### config.mk
export PLATFORM = sky130hd
export DESIGN_NAME = seg_scan_ctrl
export DESIGN_NICKNAME = d
export VERILOG_FILES = /design/src/rtl/seg_scan_pkg.sv /design/src/rtl/seg_hex_decode.sv /design/src/rtl/seg_scan_ctrl.sv
export SDC_FILE = /design/constraint.sdc
export NUM_CORES = 1
export LEC_CHECK = 0
export ABC_AREA = 1
export BUFFER_PORTS_ARGS = -buffer_cell sky130_fd_sc_hd__buf_4
export CORE_AREA = 2 2 81 83
export CTS_CLUSTER_SIZE = 20
export DETAILED_ROUTE_END_ITERATION = 8
export DIE_AREA = 0 0 83 85
export GPL_ROUTABILITY_DRIVEN = 0
export PLACE_DENSITY = 0.78
export SKIP_CTS_REPAIR_TIMING = 1
export SLEW_MARGIN = 20
export SYNTH_ARGS = -nofsm -noshare
export SYNTH_HDL_FRONTEND = slang
export SYNTH_HIERARCHICAL = 1
export SYNTH_SLANG_ARGS = --single-unit
### constraint.sdc
create_clock -name CLK -period 3.47 [get_ports CLK]
set_clock_uncertainty 0.1 [all_clocks]
set_input_delay 0 -clock CLK [delete_from_list [all_inputs] [get_ports CLK]]
set_output_delay 0 -clock CLK [all_outputs]
set_load 0.01 [all_outputs]
### src/rtl/seg_scan_pkg.sv
// Shared types and constants for the seven-segment scan controller.
package seg_scan_pkg;

  typedef enum logic [1:0] {
    IDLE  = 2'd0,
    SCAN  = 2'd1,
    BLANK = 2'd2
  } state_t;

  localparam logic [3:0] AN_OFF  = 4'b1111;
  localparam logic [6:0] SEG_OFF = 7'b1111111;

  // Active-low {g,f,e,d,c,b,a}, entry n is the glyph for hex n.
  localparam logic [15:0][6:0] SEG_CODE = {
    7'b0001110, 7'b0000110, 7'b0100001, 7'b1000110,
    7'b0000011, 7'b0001000, 7'b0010000, 7'b0000000,
    7'b1111000, 7'b0000010, 7'b0010010, 7'b0011001,
    7'b0110000, 7'b0100100, 7'b1111001, 7'b1000000
  };

  typedef struct packed {
    logic       dp;
    logic [3:0] value;
  } digit_t;

endpackage

### src/rtl/seg_hex_decode.sv
// Combinational hex digit to active-low seven-segment pattern.
module seg_hex_decode
  import seg_scan_pkg::*;
(
  input  logic [3:0] hex,
  output logic [6:0] seg
);

  assign seg = SEG_CODE[hex];

endmodule

### src/rtl/seg_scan_ctrl.sv
// 4-digit multiplexed seven-segment scan controller with frame-synchronous bank swap.
// Optional inter-digit blanking is enabled by defining SEG_SCAN_BLANK_EN.
module seg_scan_ctrl
  import seg_scan_pkg::*;
#(
  parameter int PRESCALE     = 50000,
  parameter int BLANK_CYCLES = 8
) (
  input  logic       CLK,
  input  logic       RST,
  input  logic       ENABLE,
  input  logic       WR_EN,
  input  logic [1:0] WR_ADDR,
  input  logic [3:0] WR_DATA,
  input  logic       WR_DP,
  input  logic       COMMIT,
  output logic [3:0] AN,
  output logic [6:0] SEG,
  output logic       DP,
  output logic [1:0] SCAN_IDX,
  output logic       FRAME_TICK,
  output logic       COMMIT_PENDING
);

  localparam int CNT_MAX = (PRESCALE > BLANK_CYCLES) ? PRESCALE : BLANK_CYCLES;
  localparam int CNT_W   = (CNT_MAX > 2) ? $clog2(CNT_MAX) : 1;
  localparam logic [CNT_W-1:0] SLOT_LAST = CNT_W'(PRESCALE - 1);
`ifdef SEG_SCAN_BLANK_EN
  localparam logic [CNT_W-1:0] BLANK_LAST = CNT_W'(BLANK_CYCLES - 1);
`endif

  state_t           state, state_n;
  logic [1:0]       idx, idx_n;
  logic [CNT_W-1:0] cnt, cnt_n;
  logic             pending;
  logic             boundary, transfer;
  digit_t           shadow [4];
  digit_t           active [4];
  digit_t           disp_n;
  logic [6:0]       seg_dec;
  logic [3:0]       an_n;
  logic [6:0]       seg_n;
  logic             dp_n;

  assign boundary = (state == SCAN) && (idx == 2'd3) && (cnt == SLOT_LAST);
  assign transfer = (boundary || (state == IDLE)) && (pending || COMMIT);

  // Drive the glyph from the bank as it will be after this edge, so a swap shows at once.
  assign disp_n = transfer ? shadow[idx_n] : active[idx_n];

  seg_hex_decode u_dec (
    .hex (disp_n.value),
    .seg (seg_dec)
  );

  always_ff @(posedge CLK or posedge RST) begin
    if (RST) begin
      state   <= IDLE;
      idx     <= 2'd0;
      cnt     <= '0;
      pending <= 1'b0;
    end else begin
      state   <= state_n;
      idx     <= idx_n;
      cnt     <= cnt_n;
      pending <= transfer ? 1'b0 : (pending | COMMIT);
    end
  end

  always_comb begin
    state_n = state;
    idx_n   = idx;
    cnt_n   = cnt;
    if (!ENABLE) begin
      state_n = IDLE;
      idx_n   = 2'd0;
      cnt_n   = '0;
    end else begin
      case (state)
        IDLE: begin
          state_n = SCAN;
          idx_n   = 2'd0;
          cnt_n   = '0;
        end
        SCAN: begin
          if (cnt == SLOT_LAST) begin
            cnt_n = '0;
`ifdef SEG_SCAN_BLANK_EN
            state_n = BLANK;
`else
            idx_n = idx + 2'd1;
`endif
          end else begin
            cnt_n = cnt + 1'b1;
          end
        end
`ifdef SEG_SCAN_BLANK_EN
        BLANK: begin
          if (cnt == BLANK_LAST) begin
            state_n = SCAN;
            idx_n   = idx + 2'd1;
            cnt_n   = '0;
          end else begin
            cnt_n = cnt + 1'b1;
          end
        end
`endif
        default: begin
          state_n = IDLE;
          idx_n   = 2'd0;
          cnt_n   = '0;
        end
      endcase
    end
  end

  always_comb begin
    an_n  = AN_OFF;
    seg_n = SEG_OFF;
    dp_n  = 1'b1;
    if (state_n == SCAN) begin
      an_n  = ~(4'b0001 << idx_n);
      seg_n = seg_dec;
      dp_n  = ~disp_n.dp;
    end
  end

  always_ff @(posedge CLK or posedge RST) begin
    if (RST) begin
      AN         <= AN_OFF;
      SEG        <= SEG_OFF;
      DP         <= 1'b1;
      FRAME_TICK <= 1'b0;
    end else begin
      AN         <= an_n;
      SEG        <= seg_n;
      DP         <= dp_n;
      FRAME_TICK <= boundary;
    end
  end

  // A transfer reads the shadow before this edge's write lands.
  always_ff @(posedge CLK or posedge RST) begin
    if (RST) begin
      for (int i = 0; i < 4; i++) begin
        shadow[i] <= '0;
        active[i] <= '0;
      end
    end else begin
      if (WR_EN) shadow[WR_ADDR] <= {WR_DP, WR_DATA};
      if (transfer) begin
        for (int i = 0; i < 4; i++) active[i] <= shadow[i];
      end
    end
  end

  assign SCAN_IDX       = idx;
  assign COMMIT_PENDING = pending;

endmodule

==> qor.yml <==
timing:
  drv_slew: 0
  fin_ws_ns: 0.474
  fmax_mhz: 334
  setup_violations: 0
  max_slew_margin_pct: 55.2
  period_share_pct: 86.3
  setup-tns-final_ns: 0
  final-hold-violation-count: 0
  fin_crit_ns: 3.00
  rsz0062_at_grt: "no"
  worst_pin_slew_ns: 0.671
die:
  die_x_um: 83
  die_area_um2: 7060
  die_y_um: 85
  rows: 29
  start_util_pct: 57.7
  core_um2: 6200
  ios: 28
clock_tree:
  clk_path_buf_depth: 2
  clk_pin_slew_worst_paths_ns: 0.07
  cts.sinks: 74
  cts-htree-levels: 3
  clk_latency_ns: 0.35
  root_buffer: "clkbuf_8"
  cts_tree: "done"
  cts_buffers: 9
pwr:
  seq_power_share_pct: 49.6
  p_sw_share_pct: 28.2
  intPower_uw: 1460
  fin_total_pwr_uw: 2040
  p_comb_share_pct: 17.2
  power_density_nw_per_um2: 493
  leakagePower_uw: 0.00214
  power.share.clock_pct: 33.2
  peakVddDrop_v: 0.000444
  switching_power_uw: 575
min_path:
  min_path_type: "in -> reg"
setup_path:
  cp.arrival_ns: 3.18
  worst-setup-path-type: "reg -> reg"
  crit_required_ns: 3.66
  cp-end-kind: "flip-flop"
  crit_fanout: 11
  start_kind: "flip-flop"
cells_and_area:
  fill_cells: 514
  drive_gt1_share_pct: 14.7
  syn_to_final_growth_pct: 15.6
  final_area_um2: 4140
  n_antenna_cell: 0
  fin_nets: 511
route:
  drt_wl_total_mm: 7.05
  vias_per_cell: 5.10
  drt_iter0_markers: 155
  ant_nets: 0
  drc: 0
  drt-wirelength-per-cell_um: 12.3
  vias: 2918
  drt-pass1-iter-count: 4
yosys:
  yosysSeqAreaShare_pct: 52.1
  ys_seq_elements: 74
  synth_nets: 468
  netlist_area_um2: 3580
  avgSynthCellArea_um2: 8.01
  synth_warnings: 6
  yosysUniqueCellTypes: 33
  syn-instance-count: 447
grt:
  globalRouteOverflowTotal: 0
  grt_max_degree: 42
  grt_pass1_wl_mm: 12.2
  antenna_found_initial: 0
  grt.total_usage_pct: 21.3
  grt_pass1_vias: 2771
flow_run:
  maxCapViolCount: 0
placement:
  portBuffers: 27
  placed_cell_area_um2: 3850
  post-place-ws_ns: 0.483
  dp.final_hpwl_mm: 5.04
status:
  outcome: "finished, final reports clean"
==> metrics by stage <==
stage	utilization, %	std cells	hold slack (ns)
finish	66.7	572	0.0735
global route	66.7	572	0.122
CTS	65.4	564	-0.318
detailed placement	62.1	548	0.0555
global placement	62.1	548	0.0406
floorplan	-	447	0.0279
==> state kept, by name, summed over array words and instances, names as in the netlist <==
| register | cells |
|---|---|
| active | 20 |
| shadow | 20 |
| cnt | 16 |
| SEG | 7 |
| AN | 4 |
| SCAN_IDX | 2 |
| state | 2 |
| COMMIT_PENDING | 1 |
| DP | 1 |
| FRAME_TICK | 1 |
==> placed cells by master, fill, tap and decap left out, types with 9 or more instances in the layout <==
cell / count
dfrtp_1: 62
nand3_1: 36
nor3_1: 9
dfstp_2: 12
nand2_1: 145
inv_1: 66
ha_1: 9
buf_4: 31
o21ai_0: 26
nor2_1: 32
clkbuf_8: 11
==> path summary, 6_finish.rpt <==
kind / start / to / slack (ns) / cells past startpoint
worst min-delay path: WR_EN / shadow[6] / 0.07 / 3
worst min register to register: cnt[0] / cnt[0] / 0.37 / 1
max in group asynchronous: RST / active[4] / 2.09 / 4
worst max-delay path: cnt[0] / SEG[5] / 0.47 / 19
min in group asynchronous: RST / cnt[12] / 0.22 / 3
worst max register to register: cnt[0] / SEG[5] / 0.47 / 19
==> cell families (layout without fill, tap and decap cells) <==
group	after synthesis	after routing	share of synthesized area, %
XOR/XNOR	3	3	0.734
flip-flops	74	74	52.1
other	1	1	0.105
buffers and inverters	79	127	9.05
AND/OR/NAND/NOR	239	239	28.1
adder cells (fa/ha/maj)	9	9	3.15
AO/OA/AOI/OAI	42	42	6.71
==> cells in the mapped netlist, drive strengths merged <==
master	n	area share, %
nand3	37	5.3
xnor2	2	0.49
dfrtp	62	43
nand2	150	16
inv	70	7.3
conb	1	0.10
o21a	1	0.21
nand4	7	1.2
o21bai	1	0.21
a31oi	1	0.17
o211a	1	0.28
a21oi	5	0.70
and3	1	0.17
nor2	34	3.7
dfstp	12	8.8
nor3b	1	0.21
xor2	1	0.24
clkbuf	2	0.21
o22ai	1	0.56
ha	9	3.1
clkinv	2	0.21
nor3	9	1.3
buf	5	1.3
o21ai	32	4.6
==> critical path, cell delays in order (launching register included) <==
cell and delay [ns]:
dfrtp_1 0.37, ha_1 0.19, nand3_1 0.19, nor2_2 0.19
nand2_2 0.11, o22ai_4 0.28, buf_4 0.24, nand3_1 0.07
nand2_1 0.13, nand2_1 0.06, nand2_1 0.06, inv_1 0.03
nand2_1 0.15, inv_1 0.14, ha_1 0.23, o21ai_1 0.17
nand2_1 0.07, nand2_1 0.06, inv_1 0.04, nand2_1 0.06
==> power groups by stage <==
stage	logic, uW	registers (uW)	clock network (uW)
5_1_grt	407	1020	731
4_1_cts	345	1010	691
6_report	350	1010	677
3_3_place_gp	330	1020	0
3_5_place_dp	340	1030	0
2_1_floorplan	255	1020	0
==> routing by layer <==
metal	GRT usage (%)	wire length, um
met4	8.94	139
met2	34.2	3320
met5	0	0
met1	28.2	3360
met3	4.67	237
==> layout make-up <==
type                       instances  area (um2)  area share (%)
clock inverter                     5        52.6            1.27
inverter                          72         270            6.53
tap                               77        96.3            2.33
multi-input combinational        294        1390            33.6
clock buffer                      11         151            3.66
sequential                        74        1870            45.1
timing repair buffer              39         313            7.56
Power figures use the tool's default switching activity.
